$ cat src/rtl/uart_pkg.sv
// Shared UART definitions used by the baud generator and its channels.
//   UART_DIV_MIN     : smallest legal half-bit divisor
//   UART_FRAC_W      : width of the fractional divisor / accumulator
//   UART_DEFAULT_DIV : half-bit divisor after reset (100 MHz / 115200 / 2)
//   chan_state_t     : per-channel bit-clock state
package uart_pkg;

    localparam int unsigned UART_DIV_MIN     = 2;
    localparam int unsigned UART_FRAC_W      = 4;
    localparam int unsigned UART_DEFAULT_DIV = 434;

    typedef enum logic {
        IDLE = 1'b0,
        RUN  = 1'b1
    } chan_state_t;

endpackage

$ cat src/rtl/uart_baud_chan.sv
// One baud clock channel: idles high, starts a phase-aligned bit clock
// (low half first) when enabled, returns high as soon as enable drops.
// Optional macro UART_BAUD_FRAC_EN adds a fractional accumulator that
// stretches individual half-periods by one cycle on carry-out.
// Ports:
//   clk, rst    : system clock, synchronous active-high reset
//   en          : client enable request (uart_enable)
//   div_sh      : shadow half-bit divisor, captured on IDLE->RUN
//   frac_sh     : shadow fractional divisor (macro builds only)
//   clk_out     : registered bit clock to the client, idle 1
//   run_nxt_c   : combinational next-state-is-RUN, used for busy
module uart_baud_chan
    import uart_pkg::*;
#(
    parameter int unsigned DIV_W = 16
) (
    input  logic                   clk,
    input  logic                   rst,
    input  logic                   en,
    input  logic [DIV_W-1:0]       div_sh,
`ifdef UART_BAUD_FRAC_EN
    input  logic [UART_FRAC_W-1:0] frac_sh,
`endif
    output logic                   clk_out,
    output logic                   run_nxt_c
);

    chan_state_t      state_q, state_n;
    logic [DIV_W-1:0] cnt_q, cnt_n;
    logic [DIV_W-1:0] div_q, div_n;
    logic             clk_n;
    logic [DIV_W:0]   hlen_c;
    logic             half_end_c;

`ifdef UART_BAUD_FRAC_EN
    logic [UART_FRAC_W-1:0] acc_q, acc_n;
    logic [UART_FRAC_W-1:0] frac_q, frac_n;
    logic                   carry_q, carry_n;

    // Current half-period is one cycle longer after an accumulator carry
    assign hlen_c = {1'b0, div_q} + (DIV_W+1)'(carry_q);
`else
    assign hlen_c = {1'b0, div_q};
`endif

    // Last cycle of the current half-period (cnt == H-1), computed one bit wider
    assign half_end_c = (({1'b0, cnt_q} + (DIV_W+1)'(1)) == hlen_c);

    // State and datapath registers
    always_ff @(posedge clk) begin
        if (rst) begin
            state_q <= IDLE;
            cnt_q   <= '0;
            div_q   <= '0;
            clk_out <= 1'b1;
`ifdef UART_BAUD_FRAC_EN
            acc_q   <= '0;
            frac_q  <= '0;
            carry_q <= 1'b0;
`endif
        end else begin
            state_q <= state_n;
            cnt_q   <= cnt_n;
            div_q   <= div_n;
            clk_out <= clk_n;
`ifdef UART_BAUD_FRAC_EN
            acc_q   <= acc_n;
            frac_q  <= frac_n;
            carry_q <= carry_n;
`endif
        end
    end

    // Next-state logic
    always_comb begin
        state_n = state_q;
        case (state_q)
            IDLE:    if (en)  state_n = RUN;
            RUN:     if (!en) state_n = IDLE;
            default: state_n = IDLE;
        endcase
    end

    assign run_nxt_c = (state_n == RUN);

    // Counter, divisor capture and bit-clock next values
    always_comb begin
        cnt_n = cnt_q;
        div_n = div_q;
        clk_n = clk_out;
`ifdef UART_BAUD_FRAC_EN
        acc_n   = acc_q;
        frac_n  = frac_q;
        carry_n = carry_q;
`endif
        case (state_q)
            IDLE: begin
                cnt_n = '0;
                clk_n = 1'b1;
`ifdef UART_BAUD_FRAC_EN
                acc_n   = '0;
                carry_n = 1'b0;
`endif
                if (en) begin
                    div_n = div_sh;
                    clk_n = 1'b0;
`ifdef UART_BAUD_FRAC_EN
                    frac_n = frac_sh;
`endif
                end
            end
            RUN: begin
                if (!en) begin
                    // Abandon the partial half-period and park high
                    cnt_n = '0;
                    clk_n = 1'b1;
`ifdef UART_BAUD_FRAC_EN
                    acc_n   = '0;
                    carry_n = 1'b0;
`endif
                end else if (half_end_c) begin
                    cnt_n = '0;
                    clk_n = ~clk_out;
`ifdef UART_BAUD_FRAC_EN
                    {carry_n, acc_n} = (UART_FRAC_W+1)'(acc_q) + (UART_FRAC_W+1)'(frac_q);
`endif
                end else begin
                    cnt_n = cnt_q + DIV_W'(1);
                end
            end
            default: begin
                cnt_n = '0;
                clk_n = 1'b1;
            end
        endcase
    end

endmodule

$ cat src/rtl/uart_baud_gen.sv
// Dual-channel UART baud clock generator (tx and rx) sharing one
// programmable half-bit divisor held in a shadow register. Each channel
// captures the shadow when it starts, so loads never disturb running clocks.
// Optional macro UART_BAUD_FRAC_EN enables fractional divisors (div_frac).
// Ports:
//   clk, rst              : system clock, synchronous active-high reset
//   tx_en, rx_en          : enable requests from transmitter / receiver
//   div_int, div_frac     : new half-bit divisor (integer / 1/16ths)
//   div_load              : strobe latching div_int/div_frac into the shadow
//   clk_uart_tx/rx        : bit clocks to transmitter / receiver, idle 1
//   div_clamped           : sticky, last load had div_int below the minimum
//   busy                  : at least one channel running
module uart_baud_gen
    import uart_pkg::*;
#(
    parameter int unsigned DIV_W       = 16,
    parameter int unsigned DEFAULT_DIV = UART_DEFAULT_DIV
) (
    input  logic                   clk,
    input  logic                   rst,
    input  logic                   tx_en,
    input  logic                   rx_en,
    input  logic [DIV_W-1:0]       div_int,
    input  logic [UART_FRAC_W-1:0] div_frac,
    input  logic                   div_load,
    output logic                   clk_uart_tx,
    output logic                   clk_uart_rx,
    output logic                   div_clamped,
    output logic                   busy
);

    logic [DIV_W-1:0] div_sh;
    logic             tx_run_nxt_c;
    logic             rx_run_nxt_c;

`ifdef UART_BAUD_FRAC_EN
    logic [UART_FRAC_W-1:0] frac_sh;

    // Fractional shadow follows every load
    always_ff @(posedge clk) begin
        if (rst)           frac_sh <= '0;
        else if (div_load) frac_sh <= div_frac;
    end
`else
    logic unused_frac;
    assign unused_frac = ^div_frac;
`endif

    // Integer shadow with clamp to the minimum legal divisor
    always_ff @(posedge clk) begin
        if (rst) begin
            div_sh      <= DIV_W'(DEFAULT_DIV);
            div_clamped <= 1'b0;
        end else if (div_load) begin
            if (div_int < DIV_W'(UART_DIV_MIN)) begin
                div_sh      <= DIV_W'(UART_DIV_MIN);
                div_clamped <= 1'b1;
            end else begin
                div_sh      <= div_int;
                div_clamped <= 1'b0;
            end
        end
    end

    // Registered from the channels' next state so busy tracks state == RUN
    always_ff @(posedge clk) begin
        if (rst) busy <= 1'b0;
        else     busy <= tx_run_nxt_c | rx_run_nxt_c;
    end

    uart_baud_chan #(.DIV_W(DIV_W)) u_tx (
        .clk       (clk),
        .rst       (rst),
        .en        (tx_en),
        .div_sh    (div_sh),
`ifdef UART_BAUD_FRAC_EN
        .frac_sh   (frac_sh),
`endif
        .clk_out   (clk_uart_tx),
        .run_nxt_c (tx_run_nxt_c)
    );

    uart_baud_chan #(.DIV_W(DIV_W)) u_rx (
        .clk       (clk),
        .rst       (rst),
        .en        (rx_en),
        .div_sh    (div_sh),
`ifdef UART_BAUD_FRAC_EN
        .frac_sh   (frac_sh),
`endif
        .clk_out   (clk_uart_rx),
        .run_nxt_c (rx_run_nxt_c)
    );

endmodule

$ cat config.mk
export PLATFORM = sky130hd
export DESIGN_NAME = uart_baud_gen
export DESIGN_NICKNAME = d
export VERILOG_FILES = /design/src/rtl/uart_pkg.sv /design/src/rtl/uart_baud_chan.sv /design/src/rtl/uart_baud_gen.sv
export SDC_FILE = /design/constraint.sdc
export NUM_CORES = 1
export LEC_CHECK = 0
export ABC_AREA = 1
export ABC_CLOCK_PERIOD_IN_PS = 2840
export CORE_MARGIN = 2
export CORE_UTILIZATION = 45
export CTS_BUF_LIST = sky130_fd_sc_hd__clkbuf_8
export DETAILED_ROUTE_END_ITERATION = 10
export PLACE_DENSITY_LB_ADDON = 0.12
export SKIP_LAST_GASP = 1
export SLEW_MARGIN = 10
export SYNTH_ARGS = -nofsm -noshare
export SYNTH_HDL_FRONTEND = slang
export SYNTH_SLANG_ARGS = --single-unit
$ cat constraint.sdc
create_clock -name clk -period 2.84 [get_ports clk]
set_clock_uncertainty 0.2 [all_clocks]
set_input_delay 0.71 -clock clk [delete_from_list [all_inputs] [get_ports clk]]
set_output_delay 0.71 -clock clk [all_outputs]
set_load 0.005 [all_outputs]
==> impl_results.html, run 1 <==
<table>
<tr><th>Metric</th><th>Value</th></tr>
<tr><th colspan="2">Routing</th></tr>
<tr><td>Post-route antenna net violation count</td><td>0</td></tr>
<tr><td>Wire per inst</td><td>12.1 µm</td></tr>
<tr><td>Overall via count from detail_route</td><td>3915</td></tr>
<tr><td>Post-route DRC violation count</td><td>0</td></tr>
<tr><td>Length of the first detailed-routing pass in iterations</td><td>4</td></tr>
<tr><td>Vias per Instance</td><td>4.96</td></tr>
<tr><td>Detailed-route wire length</td><td>9560 µm</td></tr>
<tr><td>DR iter-0 viols</td><td>175</td></tr>
<tr><th colspan="2">Timing</th></tr>
<tr><td>RSZ-0062 raised after global routing</td><td>false</td></tr>
<tr><td>Normalized max-slew margin</td><td>59.7%</td></tr>
<tr><td>WHS</td><td>0.272 ns</td></tr>
<tr><td>Final TNS setup</td><td>0 ns</td></tr>
<tr><td>Total setup violations reported at the end of the flow</td><td>0</td></tr>
<tr><td>Final Hold Viols</td><td>0</td></tr>
<tr><td>Measured slew at the worst slew-check pin</td><td>0.604 ns</td></tr>
<tr><td>FMAX</td><td>406 MHz</td></tr>
<tr><td>Tmin final</td><td>2.46 ns</td></tr>
<tr><td>Max Slew Vio Count</td><td>0</td></tr>
<tr><td>Fraction of the cycle the final worst path needs</td><td>86.6%</td></tr>
<tr><th colspan="2">Worst setup path</th></tr>
<tr><td>Startpoint-to-endpoint class of the critical path</td><td>register to register</td></tr>
<tr><td>Worst Path Max Fanout</td><td>17</td></tr>
<tr><td>Endpoint class of the critical path</td><td>register</td></tr>
<tr><td>CP peak stage delay</td><td>0.42 ns</td></tr>
<tr><td>Critical path's most frequent cell</td><td>nand2_1</td></tr>
<tr><td>Worst path slowest cell</td><td>dfxtp_1</td></tr>
<tr><td>CP startpoint kind</td><td>register</td></tr>
<tr><td>Required arrival time at the worst endpoint</td><td>2.90 ns</td></tr>
<tr><td>CP cell instances</td><td>ha_1 -&gt; nand3_1 -&gt; nor2_1 -&gt; nand3_1 -&gt; nand2_1 -&gt; nand3_1 -&gt; nand2_1 -&gt; nor2_1 -&gt; nand2_1 -&gt; nor2_2 -&gt; nand2_2 -&gt; nand3_4 -&gt; nand2_1 -&gt; nand2_1</td></tr>
<tr><td>Data arrival time of the worst path</td><td>2.52 ns</td></tr>
<tr><th colspan="2">Floorplan</th></tr>
<tr><td>Cell row count</td><td>35</td></tr>
<tr><td>Boundary Pins</td><td>29</td></tr>
<tr><td>Die area</td><td>10400 µm²</td></tr>
<tr><td>Core Area</td><td>9280 µm²</td></tr>
<tr><td>Die Width</td><td>102 µm</td></tr>
<tr><td>Die Height</td><td>102 µm</td></tr>
<tr><td>Effective utilization at floorplan</td><td>46.5%</td></tr>
<tr><th colspan="2">Clock network</th></tr>
<tr><td>CTS clk-pin slew, worst paths</td><td>0.09 ns</td></tr>
<tr><td>Cts-stage hold buffer count</td><td>0</td></tr>
<tr><td>Count of cells resized by post-cts repair</td><td>0</td></tr>
<tr><td>Library cell used as clock root buffer</td><td>clkbuf_8</td></tr>
<tr><td>Clock latency of the later-clocked register in the worst-skew pair</td><td>0.36 ns</td></tr>
<tr><td>CTS tree</td><td>built</td></tr>
<tr><td>Number of sinks driven by the clock tree</td><td>86</td></tr>
<tr><td>Setup fix buffers added after clock tree synthesis</td><td>0</td></tr>
<tr><td>Maximum buffer depth of the clock tree</td><td>2</td></tr>
<tr><td>Number of H-tree levels</td><td>3</td></tr>
<tr><td>Total clock buffers created by CTS</td><td>9</td></tr>
<tr><th colspan="2">Global route</th></tr>
<tr><td>Antenna violations before repair</td><td>0</td></tr>
<tr><td>Largest net degree at the start of global routing</td><td>28</td></tr>
<tr><td>Total GRT Usage</td><td>20.0%</td></tr>
<tr><td>Total grt overflow</td><td>0</td></tr>
<tr><td>Wire length of the first global-routing pass</td><td>16200 µm</td></tr>
<tr><td>Number of global-route vias before repair</td><td>3627</td></tr>
<tr><th colspan="2">Final layout</th></tr>
<tr><td>Fraction of final layout cells with drive strength greater than 1</td><td>10.6%</td></tr>
<tr><td>Final standard cell utilization of the core</td><td>53.3%</td></tr>
<tr><td># diodes</td><td>0</td></tr>
<tr><td>Layout overhead on the synthesized area</td><td>14.6%</td></tr>
<tr><td>Non-Filler Instances</td><td>789</td></tr>
<tr><td>Layout Cell Area excl Fill</td><td>4950 µm²</td></tr>
<tr><td>Fillers</td><td>958</td></tr>
<tr><td>Final net count</td><td>682</td></tr>
<tr><th colspan="2">Job</th></tr>
<tr><td>Maximum capacitance violations</td><td>0</td></tr>
<tr><th colspan="2">Worst hold path</th></tr>
<tr><td>Class of the tightest hold or removal check</td><td>register to register</td></tr>
<tr><th colspan="2">Logic synthesis</th></tr>
<tr><td>Mean instance size in the synthesized netlist</td><td>6.89 µm²</td></tr>
<tr><td>Register area share after synthesis</td><td>39.9%</td></tr>
<tr><td>Top-area cell type share of the netlist area</td><td>39.9%</td></tr>
<tr><td>Number of instances in the synthesized netlist</td><td>627</td></tr>
<tr><td>Netlist area before placement</td><td>4320 µm²</td></tr>
<tr><td>Async set-reset flop share out of synthesis</td><td>0%</td></tr>
<tr><td>FF+latch count, synth</td><td>86</td></tr>
<tr><td>Post-synth cell types</td><td>31</td></tr>
<tr><td>Cells taking the most area after synthesis</td><td>dfxtp_1, nand2_1, nor2_1</td></tr>
<tr><td>Post-Syn Nets</td><td>654</td></tr>
<tr><td>Post-synth top area cell</td><td>dfxtp_1</td></tr>
<tr><td>Flip-flop cell with the highest count after synthesis</td><td>dfxtp_1</td></tr>
<tr><td>Yosys warning count</td><td>0</td></tr>
<tr><td>Number of flops mapped to enable cells by yosys</td><td>0</td></tr>
<tr><th colspan="2">Placed design</th></tr>
<tr><td>Detailed placer's ending HPWL</td><td>7450 µm</td></tr>
<tr><td>Number of buffers inserted by port buffering</td><td>24</td></tr>
<tr><td>Placement Cell Area</td><td>4700 µm²</td></tr>
<tr><td>Number of placed instances, taps included</td><td>773</td></tr>
<tr><td>Placer's final routability congestion estimate</td><td>0.919</td></tr>
<tr><th colspan="2">Pwr</th></tr>
<tr><td>Peak supply drop</td><td>0.000269 V</td></tr>
<tr><td>Pwr/cell area</td><td>519 nW/µm²</td></tr>
<tr><td>Leakage power summed over all cells</td><td>1.93 nW</td></tr>
<tr><th colspan="2">Status</th></tr>
<tr><td>Run status</td><td>complete, no violations</td></tr>
</table>
metal layers:
metal / wire (µm) / track usage [%]
met5: 0 / 0
met4: 106 / 6.36
met3: 420 / 3.97
met2: 4230 / 30.7
met1: 4800 / 28.3
metrics by stage:
step                power (mW)  worst slack [ns]
finish                    2.57             0.380
global route              2.69             0.117
CTS                       2.60             0.354
detailed placement        1.55             0.379
global placement          1.55             0.431
floorplan                 1.46             0.773
where the power goes:
part / leakage [nW] / internal (mW) / switching [mW]
clock network: 0.124 / 0.607 / 0.439
registers: 0.705 / 1.26 / 0.0366
logic: 1.11 / 0.103 / 0.125
logic make-up (layout without fill, tap and decap cells):
| family | Yosys count | count (layout) | share of synthesized area (%) |
|---|---|---|---|
| AOI/OAI and AO/OA | 75 | 75 | 8.98 |
| xor gates and xnor gates | 11 | 11 | 3.22 |
| buffers and inverters | 83 | 116 | 7.76 |
| and+or+nand+nor | 370 | 370 | 39.6 |
| DFF | 86 | 86 | 39.9 |
| adders and majority gates | 2 | 2 | 0.579 |
cells in the final DEF, fill, tap and decap left out, drive strengths merged:
master / count
clkinv: 2
nor4: 3
nand3b: 5
o21bai: 3
inv: 68
nand3: 59
nor2: 121
xnor2: 3
o21ai: 43
or2: 1
a31oi: 1
clkinvlp: 1
dfxtp: 86
nand2: 162
a21oi: 28
ha: 2
xnor3: 2
and3: 1
bufinv: 3
clkbuf: 10
clkdlybuf4s50: 24
xor2: 5
xor3: 1
nor3: 1
nand4: 17
buf: 8
worst paths after layout:
| kind | startpoint | endpoint | slack (ns) | cells after the start |
|---|---|---|---|---|
| setup / recovery | u_tx.cnt_q[0]$_SDFF_PP0_ | u_tx.clk_out$_SDFFE_PP1P_ | 0.38 | 14 |
| hold / removal | u_tx.div_q[8]$_SDFFE_PP0P_ | u_tx.div_q[8]$_SDFFE_PP0P_ | 0.27 | 2 |
| setup reg to reg | u_tx.cnt_q[0]$_SDFF_PP0_ | u_tx.clk_out$_SDFFE_PP1P_ | 0.38 | 14 |
| hold reg to reg | u_tx.div_q[8]$_SDFFE_PP0P_ | u_tx.div_q[8]$_SDFFE_PP0P_ | 0.27 | 2 |
final cells by class:
type	count	area (µm²)	share of cell area, %
Clock buffer	10	138	2.78
Clock inverter	6	110	2.23
Inverter	68	255	5.16
Multi-Input combinational cell	458	2260	45.7
Sequential cell	86	1720	34.8
Tap cell	129	161	3.26
Timing Repair Buffer	32	300	6.07
Yosys cell counts (6+ instances only):
library cell and count:
nor2_2 28, nand2_1 156, nand2_2 6, clkbuf_1 13, dfxtp_1 86, o21ai_0 41
nand3_1 56, nand4_1 17, a21oi_1 28, nor2_4 7, nor2_1 86, inv_1 67
critical path, delay by kind of cell, from the launching register on:
family,cells,cell delay (ns)
fa+ha+maj,1,0.22
simple gates,13,1.50
flops,1,0.42
sequential cells by signal (all words and copies together), names as in the netlist:
register,flops
div_sh,16
u_tx.state_q,1
div_clamped,1
u_tx.div_q,16
u_rx.div_q,16
busy,1
u_rx.state_q,1
u_tx.cnt_q,16
u_tx.clk_out,1
u_rx.cnt_q,16
u_rx.clk_out,1
No activity file was read; power rests on OpenSTA's default activity.
==> inputs of run 2 (changes only) <==
--- a/config.mk
+++ b/config.mk
@@ -12,6 +12,7 @@
 export CTS_BUF_LIST = sky130_fd_sc_hd__clkbuf_8
 export DETAILED_ROUTE_END_ITERATION = 10
 export PLACE_DENSITY_LB_ADDON = 0.12
+export SETUP_SLACK_MARGIN = 0.4
 export SKIP_LAST_GASP = 1
 export SLEW_MARGIN = 10
 export SYNTH_ARGS = -nofsm -noshare
==> run 2 against run 1 <==
Effect of this change:
- sequential share of layout area shrank 0.60 points
- die area is the same
- setup slack gained 0.16 ns
- largest power group unchanged
- highest routed layer unchanged
==> impl_results.html, run 2 (synthesis results as in run 1) <==
<table>
<tr><th>Metric</th><th>Value</th></tr>
<tr><th colspan="2">Routing</th></tr>
<tr><td>Vias per Instance</td><td>4.99 (+0.64%)</td></tr>
<tr><td>Wire per inst</td><td>12.3 µm (+1.9%)</td></tr>
<tr><td>Detailed-route wire length</td><td>9800 µm (+2.5%)</td></tr>
<tr><td>Length of the first detailed-routing pass in iterations</td><td>4 (unchanged)</td></tr>
<tr><td>Post-route antenna net violation count</td><td>0 (unchanged)</td></tr>
<tr><td>DR iter-0 viols</td><td>153 (-13%)</td></tr>
<tr><td>Post-route DRC violation count</td><td>0 (unchanged)</td></tr>
<tr><td>Overall via count from detail_route</td><td>3965 (+1.3%)</td></tr>
<tr><th colspan="2">Timing</th></tr>
<tr><td>Slack of the critical path</td><td>0.535 ns (+0.155 ns)</td></tr>
<tr><td>Final TNS setup</td><td>0 ns (unchanged)</td></tr>
<tr><td>Max Slew Vio Count</td><td>0 (unchanged)</td></tr>
<tr><td>WHS</td><td>0.254 ns (-0.0179 ns)</td></tr>
<tr><td>FMAX</td><td>434 MHz (+6.7%)</td></tr>
<tr><td>Measured slew at the worst slew-check pin</td><td>0.613 ns (+0.00904 ns)</td></tr>
<tr><td>Total setup violations reported at the end of the flow</td><td>0 (unchanged)</td></tr>
<tr><td>Fraction of the cycle the final worst path needs</td><td>81.2% (-5.5 points)</td></tr>
<tr><td>Normalized max-slew margin</td><td>59.1% (-0.60 points)</td></tr>
<tr><td>Final Hold Viols</td><td>0 (unchanged)</td></tr>
<tr><td>RSZ-0062 raised after global routing</td><td>false</td></tr>
<tr><td>Tmin final</td><td>2.31 ns (-0.155 ns)</td></tr>
<tr><th colspan="2">Placed design</th></tr>
<tr><td>Number of placed instances, taps included</td><td>773 (unchanged)</td></tr>
<tr><td>Post-place setup slack</td><td>0.379 ns (unchanged)</td></tr>
<tr><td>Placer's final routability congestion estimate</td><td>0.919 (unchanged)</td></tr>
<tr><td>Placement Cell Area</td><td>4700 µm² (unchanged)</td></tr>
<tr><td>Detailed placer's ending HPWL</td><td>7450 µm (unchanged)</td></tr>
<tr><td>Number of buffers inserted by port buffering</td><td>24 (unchanged)</td></tr>
<tr><th colspan="2">Worst hold path</th></tr>
<tr><td>Class of the tightest hold or removal check</td><td>register to register</td></tr>
<tr><td>Cell depth of the worst hold path</td><td>1 (-1)</td></tr>
<tr><th colspan="2">Worst setup path</th></tr>
<tr><td>Worst path slowest cell</td><td>dfxtp_4</td></tr>
<tr><td>Worst Path Max Fanout</td><td>15 (-2)</td></tr>
<tr><td>CP peak stage delay</td><td>0.38 ns (-0.04 ns)</td></tr>
<tr><td>Critical path's most frequent cell</td><td>nand2_1</td></tr>
<tr><td>CP startpoint kind</td><td>register</td></tr>
<tr><td>Critical path's top delay family</td><td>simple AND/OR/NAND/NOR gates</td></tr>
<tr><td>Buffers and inverters on the worst path</td><td>1 (+1)</td></tr>
<tr><td>Required arrival time at the worst endpoint</td><td>2.89 ns (about the same)</td></tr>
<tr><td>Endpoint class of the critical path</td><td>register</td></tr>
<tr><td>Stages on worst setup path</td><td>15 (+1)</td></tr>
<tr><td>CP cell instances</td><td>ha_2 -&gt; nand2_2 -&gt; nor2_4 -&gt; nand3_1 -&gt; nand2_1 -&gt; nand2_1 -&gt; nand2_1 -&gt; nand2_1 -&gt; nor2_1 -&gt; nand2_1 -&gt; nor2_2 -&gt; nand2_2 -&gt; nand3_4 -&gt; buf_12 -&gt; nor2_1</td></tr>
<tr><td>R2r worst-path depth</td><td>15 (+1)</td></tr>
<tr><td>Startpoint-to-endpoint class of the critical path</td><td>register to register</td></tr>
<tr><td>Data arrival time of the worst path</td><td>2.35 ns (-0.17 ns)</td></tr>
<tr><th colspan="2">Global route</th></tr>
<tr><td>Largest net degree at the start of global routing</td><td>28 (unchanged)</td></tr>
<tr><td>Wire length of the first global-routing pass</td><td>16200 µm (+0.30%)</td></tr>
<tr><td>Number of global-route vias before repair</td><td>3646 (+0.52%)</td></tr>
<tr><td>Antenna violations before repair</td><td>0 (unchanged)</td></tr>
<tr><td>Total grt overflow</td><td>0 (unchanged)</td></tr>
<tr><td>Total GRT Usage</td><td>20.0% (+0.043 points)</td></tr>
<tr><th colspan="2">Clock network</th></tr>
<tr><td>Maximum buffer depth of the clock tree</td><td>2 (unchanged)</td></tr>
<tr><td>CTS tree</td><td>built</td></tr>
<tr><td>Number of sinks driven by the clock tree</td><td>86 (unchanged)</td></tr>
<tr><td>Clock latency of the later-clocked register in the worst-skew pair</td><td>0.35 ns (about the same)</td></tr>
<tr><td>Total clock buffers created by CTS</td><td>9 (unchanged)</td></tr>
<tr><td>CTS clk-pin slew, worst paths</td><td>0.09 ns (about the same)</td></tr>
<tr><td>Library cell used as clock root buffer</td><td>clkbuf_8</td></tr>
<tr><td>Number of H-tree levels</td><td>3 (unchanged)</td></tr>
<tr><th colspan="2">Floorplan</th></tr>
<tr><td>Cell row count</td><td>35 (unchanged)</td></tr>
<tr><td>Core Area</td><td>9280 µm² (unchanged)</td></tr>
<tr><td>Die Height</td><td>102 µm (unchanged)</td></tr>
<tr><td>Die area</td><td>10400 µm² (unchanged)</td></tr>
<tr><td>Boundary Pins</td><td>29 (unchanged)</td></tr>
<tr><td>Effective utilization at floorplan</td><td>46.5% (unchanged)</td></tr>
<tr><td>Die Width</td><td>102 µm (unchanged)</td></tr>
<tr><th colspan="2">Final layout</th></tr>
<tr><td>Final standard cell utilization of the core</td><td>54.6% (+1.3 points)</td></tr>
<tr><td>Fraction of final layout cells with drive strength greater than 1</td><td>12.9% (+2.3 points)</td></tr>
<tr><td>Non-Filler Instances</td><td>794 (+0.63%)</td></tr>
<tr><td>Layout overhead on the synthesized area</td><td>17.3%</td></tr>
<tr><td>Most common cell after layout, fill and taps aside</td><td>nand2_1</td></tr>
<tr><td>Final net count</td><td>687 (+0.73%)</td></tr>
<tr><td># diodes</td><td>0 (unchanged)</td></tr>
<tr><td>Layout Cell Area excl Fill</td><td>5060 µm² (+2.4%)</td></tr>
<tr><td>Top library cells by usage in the layout, fill and taps aside</td><td>nand2_1, nor2_1, dfxtp_1</td></tr>
<tr><th colspan="2">Pwr</th></tr>
<tr><td>Peak supply drop</td><td>0.000267 V (-0.58%)</td></tr>
<tr><td>Post-route total power</td><td>2.57 mW (+0.18%)</td></tr>
<tr><td>Pwr/cell area</td><td>508 nW/µm² (-2.1%)</td></tr>
<tr><td>Leakage power summed over all cells</td><td>1.97 nW (+1.8%)</td></tr>
<tr><th colspan="2">Job</th></tr>
<tr><td>Maximum capacitance violations</td><td>0 (unchanged)</td></tr>
<tr><th colspan="2">Status</th></tr>
<tr><td>Run status</td><td>complete, no violations</td></tr>
</table>
==> run 2: what timing repair did <==
item,in CTS,in global routing
hold buffers,0,0
gates resized for setup,1,14
endpoints found under the setup margin,2,34
pin swaps,0,3
gates cloned,0,1
setup buffers,2,2
==> run 2: final cells by class <==
cell class / instances / area, µm²
inverters: 68 / 255
flip-flops and latches: 86 / 1730
clock inverters: 6 / 110
clock buffers: 10 / 138
repair buffers: 36 / 368
well taps: 129 / 161
fillers: 951 / 4220
multi-input cells: 459 / 2300
==> run 2: power by group <==
| group | total [mW] | internal, mW | switching, mW |
|---|---|---|---|
| Clock | 1.05 | 0.607 | 0.439 |
| Combinational | 0.234 | 0.107 | 0.127 |
| Sequential | 1.29 | 1.26 | 0.0366 |
| Total | 2.57 | 1.97 | 0.602 |
==> run 2: path summary, 6_finish.rpt <==
path	start	to	slack, ns
setup / recovery	u_tx.cnt_q[0]$_SDFF_PP0_	u_tx.cnt_q[3]$_SDFF_PP0_	0.53
hold / removal	u_tx.cnt_q[0]$_SDFF_PP0_	u_tx.cnt_q[0]$_SDFF_PP0_	0.25
setup reg to reg	u_tx.cnt_q[0]$_SDFF_PP0_	u_tx.cnt_q[3]$_SDFF_PP0_	0.53
hold reg to reg	u_tx.cnt_q[0]$_SDFF_PP0_	u_tx.cnt_q[0]$_SDFF_PP0_	0.25
==> run 2: per-layer routing <==
| layer | part of all wire, % | up-vias | routed length (µm) | global-route usage, % |
|---|---|---|---|---|
| met5 | 0 | - | 0 | 0 |
| met4 | 0.81 | 0 | 79 | 6.36 |
| met3 | 3.8 | 7 | 373 | 3.97 |
| met2 | 45 | 60 | 4370 | 30.8 |
| met1 | 51 | 1818 | 4970 | 28.3 |
| li1 | - | 2080 | - | - |
==> inputs of run 3 (changes only) <==
--- a/config.mk
+++ b/config.mk
@@ -6,7 +6,7 @@
 export NUM_CORES = 1
 export LEC_CHECK = 0
 export ABC_AREA = 1
-export ABC_CLOCK_PERIOD_IN_PS = 2840
+export ABC_CLOCK_PERIOD_IN_PS = 2000
 export CORE_MARGIN = 2
 export CORE_UTILIZATION = 45
 export CTS_BUF_LIST = sky130_fd_sc_hd__clkbuf_8
==> constraint.sdc (replaced) <==
create_clock -name clk -period 2 [get_ports clk]
set_clock_uncertainty 0.2 [all_clocks]
set_input_delay 0.5 -clock clk [delete_from_list [all_inputs] [get_ports clk]]
set_output_delay 0.5 -clock clk [all_outputs]
set_load 0.005 [all_outputs]
==> run 3 against run 2 <==
Effect of this change:
- the flow now finishes with violations (negative setup slack)
- die area unchanged
- register-to-register slack got worse by 0.83 ns
- first-iteration DRC count up 11%
- largest cell class unchanged
==> impl_results.html, run 3 (synthesis results as in run 1) <==
<table>
<tr><th>Metric</th><th>Value</th></tr>
<tr><th colspan="2">Placed design</th></tr>
<tr><td>Detailed placer's ending HPWL</td><td>8030 µm (+7.7%)</td></tr>
<tr><td>Placer's final routability congestion estimate</td><td>0.901 (-2.0%)</td></tr>
<tr><td>Number of buffers inserted by port buffering</td><td>24 (unchanged)</td></tr>
<tr><td>Post-place setup slack</td><td>-0.269 ns (-0.648 ns)</td></tr>
<tr><th colspan="2">Job</th></tr>
<tr><td>Maximum capacitance violations</td><td>0 (unchanged)</td></tr>
<tr><th colspan="2">Floorplan</th></tr>
<tr><td>Core Area</td><td>9280 µm² (unchanged)</td></tr>
<tr><td>Die area</td><td>10400 µm² (unchanged)</td></tr>
<tr><td>Die Height</td><td>102 µm (unchanged)</td></tr>
<tr><td>Cell row count</td><td>35 (unchanged)</td></tr>
<tr><td>Die Width</td><td>102 µm (unchanged)</td></tr>
<tr><td>Effective utilization at floorplan</td><td>46.5% (unchanged)</td></tr>
<tr><td>Boundary Pins</td><td>29 (unchanged)</td></tr>
<tr><th colspan="2">Worst hold path</th></tr>
<tr><td>Cell depth of the worst hold path</td><td>3 (+2)</td></tr>
<tr><td>Sink of the worst hold path</td><td>div_sh[8]$_SDFFE_PP1P_</td></tr>
<tr><td>Class of the tightest hold or removal check</td><td>input port to register</td></tr>
<tr><td>Origin of the worst min-delay path</td><td>div_int[8]</td></tr>
<tr><th colspan="2">Timing</th></tr>
<tr><td>Slack of the critical path</td><td>-0.296 ns (-0.831 ns)</td></tr>
<tr><td>Fraction of the cycle the final worst path needs</td><td>115% (+34 points)</td></tr>
<tr><td>Final Hold Viols</td><td>0 (unchanged)</td></tr>
<tr><td>RSZ-0062 raised after global routing</td><td>true</td></tr>
<tr><td>Max Slew Vio Count</td><td>0 (unchanged)</td></tr>
<tr><td>Tmin final</td><td>2.30 ns (-0.00949 ns)</td></tr>
<tr><td>FMAX</td><td>436 MHz (+0.41%)</td></tr>
<tr><td>Measured slew at the worst slew-check pin</td><td>0.347 ns (-0.266 ns)</td></tr>
<tr><td>Normalized max-slew margin</td><td>76.8% (+18 points)</td></tr>
<tr><td>Total setup violations reported at the end of the flow</td><td>34 (+34)</td></tr>
<tr><th colspan="2">Worst setup path</th></tr>
<tr><td>CP peak stage delay</td><td>0.38 ns (about the same)</td></tr>
<tr><td>Reg2reg setup slack</td><td>-0.30 ns (-0.83 ns)</td></tr>
<tr><td>CP startpoint kind</td><td>register</td></tr>
<tr><td>FF-to-FF Start</td><td>u_tx.cnt_q[0]$_SDFF_PP0_</td></tr>
<tr><td>R2r worst-path depth</td><td>15 (unchanged)</td></tr>
<tr><td>Worst Path Max Fanout</td><td>5 (-10)</td></tr>
<tr><td>CP cell instances</td><td>ha_4 -&gt; nand2_4 -&gt; nor2_4 -&gt; nand3_2 -&gt; nand2_2 -&gt; nand2_2 -&gt; nand2_1 -&gt; nand2_1 -&gt; nor2_1 -&gt; nand2_1 -&gt; nor2_2 -&gt; nand2_2 -&gt; nand3_4 -&gt; clkbuf_16 -&gt; nor2_1</td></tr>
<tr><td>Worst path slowest cell</td><td>dfxtp_4</td></tr>
<tr><td>Required arrival time at the worst endpoint</td><td>2.06 ns (-0.83 ns)</td></tr>
<tr><td>FF-to-FF End</td><td>u_tx.cnt_q[13]$_SDFF_PP0_</td></tr>
<tr><td>Startpoint-to-endpoint class of the critical path</td><td>register to register</td></tr>
<tr><td>Data arrival time of the worst path</td><td>2.35 ns (about the same)</td></tr>
<tr><td>Endpoint class of the critical path</td><td>register</td></tr>
<tr><th colspan="2">Global route</th></tr>
<tr><td>Antenna violations before repair</td><td>0 (unchanged)</td></tr>
<tr><td>Largest net degree at the start of global routing</td><td>39 (+39%)</td></tr>
<tr><td>Number of global-route vias before repair</td><td>4133 (+13%)</td></tr>
<tr><td>Total GRT Usage</td><td>22.4% (+2.4 points)</td></tr>
<tr><td>Wire length of the first global-routing pass</td><td>18400 µm (+13%)</td></tr>
<tr><td>Total grt overflow</td><td>0 (unchanged)</td></tr>
<tr><th colspan="2">Routing</th></tr>
<tr><td>Post-route DRC violation count</td><td>0 (unchanged)</td></tr>
<tr><td>Wire per inst</td><td>13.4 µm (+8.3%)</td></tr>
<tr><td>Post-route antenna net violation count</td><td>0 (unchanged)</td></tr>
<tr><td>Routed wire length on met3</td><td>505 µm (+35%)</td></tr>
<tr><td>Routed wl met2</td><td>5310 µm (+21%)</td></tr>
<tr><td>Overall via count from detail_route</td><td>4375 (+10%)</td></tr>
<tr><td>Top Layer Used</td><td>met4</td></tr>
<tr><td>Wl on met1</td><td>5610 µm (+13%)</td></tr>
<tr><td>DR iter-0 viols</td><td>170 (+11%)</td></tr>
<tr><td>Detailed-route wire length</td><td>11600 µm (+18%)</td></tr>
<tr><td>Vias per Instance</td><td>5.05 (+1.0%)</td></tr>
<tr><td>Length of the first detailed-routing pass in iterations</td><td>5 (+1)</td></tr>
<tr><th colspan="2">Pwr</th></tr>
<tr><td>Peak supply drop</td><td>0.000493 V (+84%)</td></tr>
<tr><td>Leakage power summed over all cells</td><td>2.48 nW (+26%)</td></tr>
<tr><td>Post-route total power</td><td>3.46 mW (+34%)</td></tr>
<tr><td>Pwr/cell area</td><td>585 nW/µm² (+15%)</td></tr>
<tr><th colspan="2">Clock network</th></tr>
<tr><td>Clock latency of the later-clocked register in the worst-skew pair</td><td>0.36 ns (about the same)</td></tr>
<tr><td>CTS clk-pin slew, worst paths</td><td>0.09 ns (about the same)</td></tr>
<tr><td>Number of H-tree levels</td><td>3 (unchanged)</td></tr>
<tr><td>CTS tree</td><td>built</td></tr>
<tr><td>Cts-stage hold buffer count</td><td>0 (unchanged)</td></tr>
<tr><td>Number of sinks driven by the clock tree</td><td>86 (unchanged)</td></tr>
<tr><td>Maximum buffer depth of the clock tree</td><td>2 (unchanged)</td></tr>
<tr><td>Library cell used as clock root buffer</td><td>clkbuf_8</td></tr>
<tr><td>Total clock buffers created by CTS</td><td>9 (unchanged)</td></tr>
<tr><th colspan="2">Final layout</th></tr>
<tr><td>Fillers</td><td>889 (-6.5%)</td></tr>
<tr><td>Layout overhead on the synthesized area</td><td>36.9%</td></tr>
<tr><td>Top library cells by usage in the layout, fill and taps aside</td><td>nand2_1, dfxtp_1, buf_4</td></tr>
<tr><td>Final net count</td><td>760 (+11%)</td></tr>
<tr><td>Fraction of final layout cells with drive strength greater than 1</td><td>28.2% (+15 points)</td></tr>
<tr><td># diodes</td><td>0 (unchanged)</td></tr>
<tr><td>Most common cell after layout, fill and taps aside</td><td>nand2_1</td></tr>
<tr><th colspan="2">Status</th></tr>
<tr><td>Run status</td><td>finished with violations</td></tr>
<tr><td>Failing checks</td><td>negative setup slack</td></tr>
</table>
-- run 3: layer usage --
layer / vias to the layer above / track usage (%)
met5: - / 0
met4: 0 / 7.38
met3: 14 / 4.24
met2: 96 / 35.5
met1: 2038 / 30.8
li1: 2227 / -
-- run 3: final cells by class --
cell class                      count  area [µm²]  share of cell area [%]
Multi-Input combinational cell    459        2550                    43.2
Sequential cell                    86        1740                    29.5
Timing Repair Buffer              107         987                    16.7
Inverter                           68         267                    4.51
Tap cell                          129         161                    2.73
Clock buffer                       10         138                    2.33
Clock inverter                      6        55.1                   0.931
Timing Repair inverter              2        11.3                   0.190
-- run 3: critical path: cells and delay by family (launching register included) --
kind / cells / cell delay [ns]
fa+ha+maj: 1 / 0.16
buf+inv: 1 / 0.18
flops: 1 / 0.38
simple gates: 13 / 1.26
-- run 3: where the power goes --
group	switching, mW	leakage, nW	internal, mW
clock network	0.627	0.105	0.599
logic	0.212	1.66	0.185
registers	0.0520	0.710	1.78
-- run 3: worst max path at each step --
stage | start | end | slack, ns
after global placement | u_tx.cnt_q[1]$_SDFF_PP0_ | u_tx.clk_out$_SDFFE_PP1P_ | -0.18
after detailed placement | u_tx.cnt_q[1]$_SDFF_PP0_ | u_tx.clk_out$_SDFFE_PP1P_ | -0.27
after floorplan | u_tx.cnt_q[0]$_SDFF_PP0_ | u_tx.cnt_q[13]$_SDFF_PP0_ | 0.06
after CTS | u_rx.cnt_q[1]$_SDFF_PP0_ | u_rx.clk_out$_SDFFE_PP1P_ | -0.19
final | u_tx.cnt_q[0]$_SDFF_PP0_ | u_tx.cnt_q[13]$_SDFF_PP0_ | -0.30
after global routing | u_rx.cnt_q[0]$_SDFF_PP0_ | u_rx.clk_out$_SDFFE_PP1P_ | -0.40
-- run 3: repair_timing --
item,CTS,global route
setup endpoints to repair,59,59
setup buffers,8,6
resized for setup,23,69
pin swaps,7,32
cloned,1,5
-- run 3: metrics by stage --
stage / TNS [ns] / util, % / hold WS [ns] / instances / area [µm²]
final: -8.48 / 63.7 / 0.218 / 867 / 5910
after global routing: -12.40 / 63.7 / 0.222 / 867 / 5910
after CTS: -4.87 / 59.8 / 0.274 / 856 / 5550
after detailed placement: -7.57 / 56.3 / 0.260 / 831 / 5230
after global placement: -5.15 / 56.3 / 0.258 / 831 / 5230
after floorplan: 0 / - / 0.238 / 627 / 4390
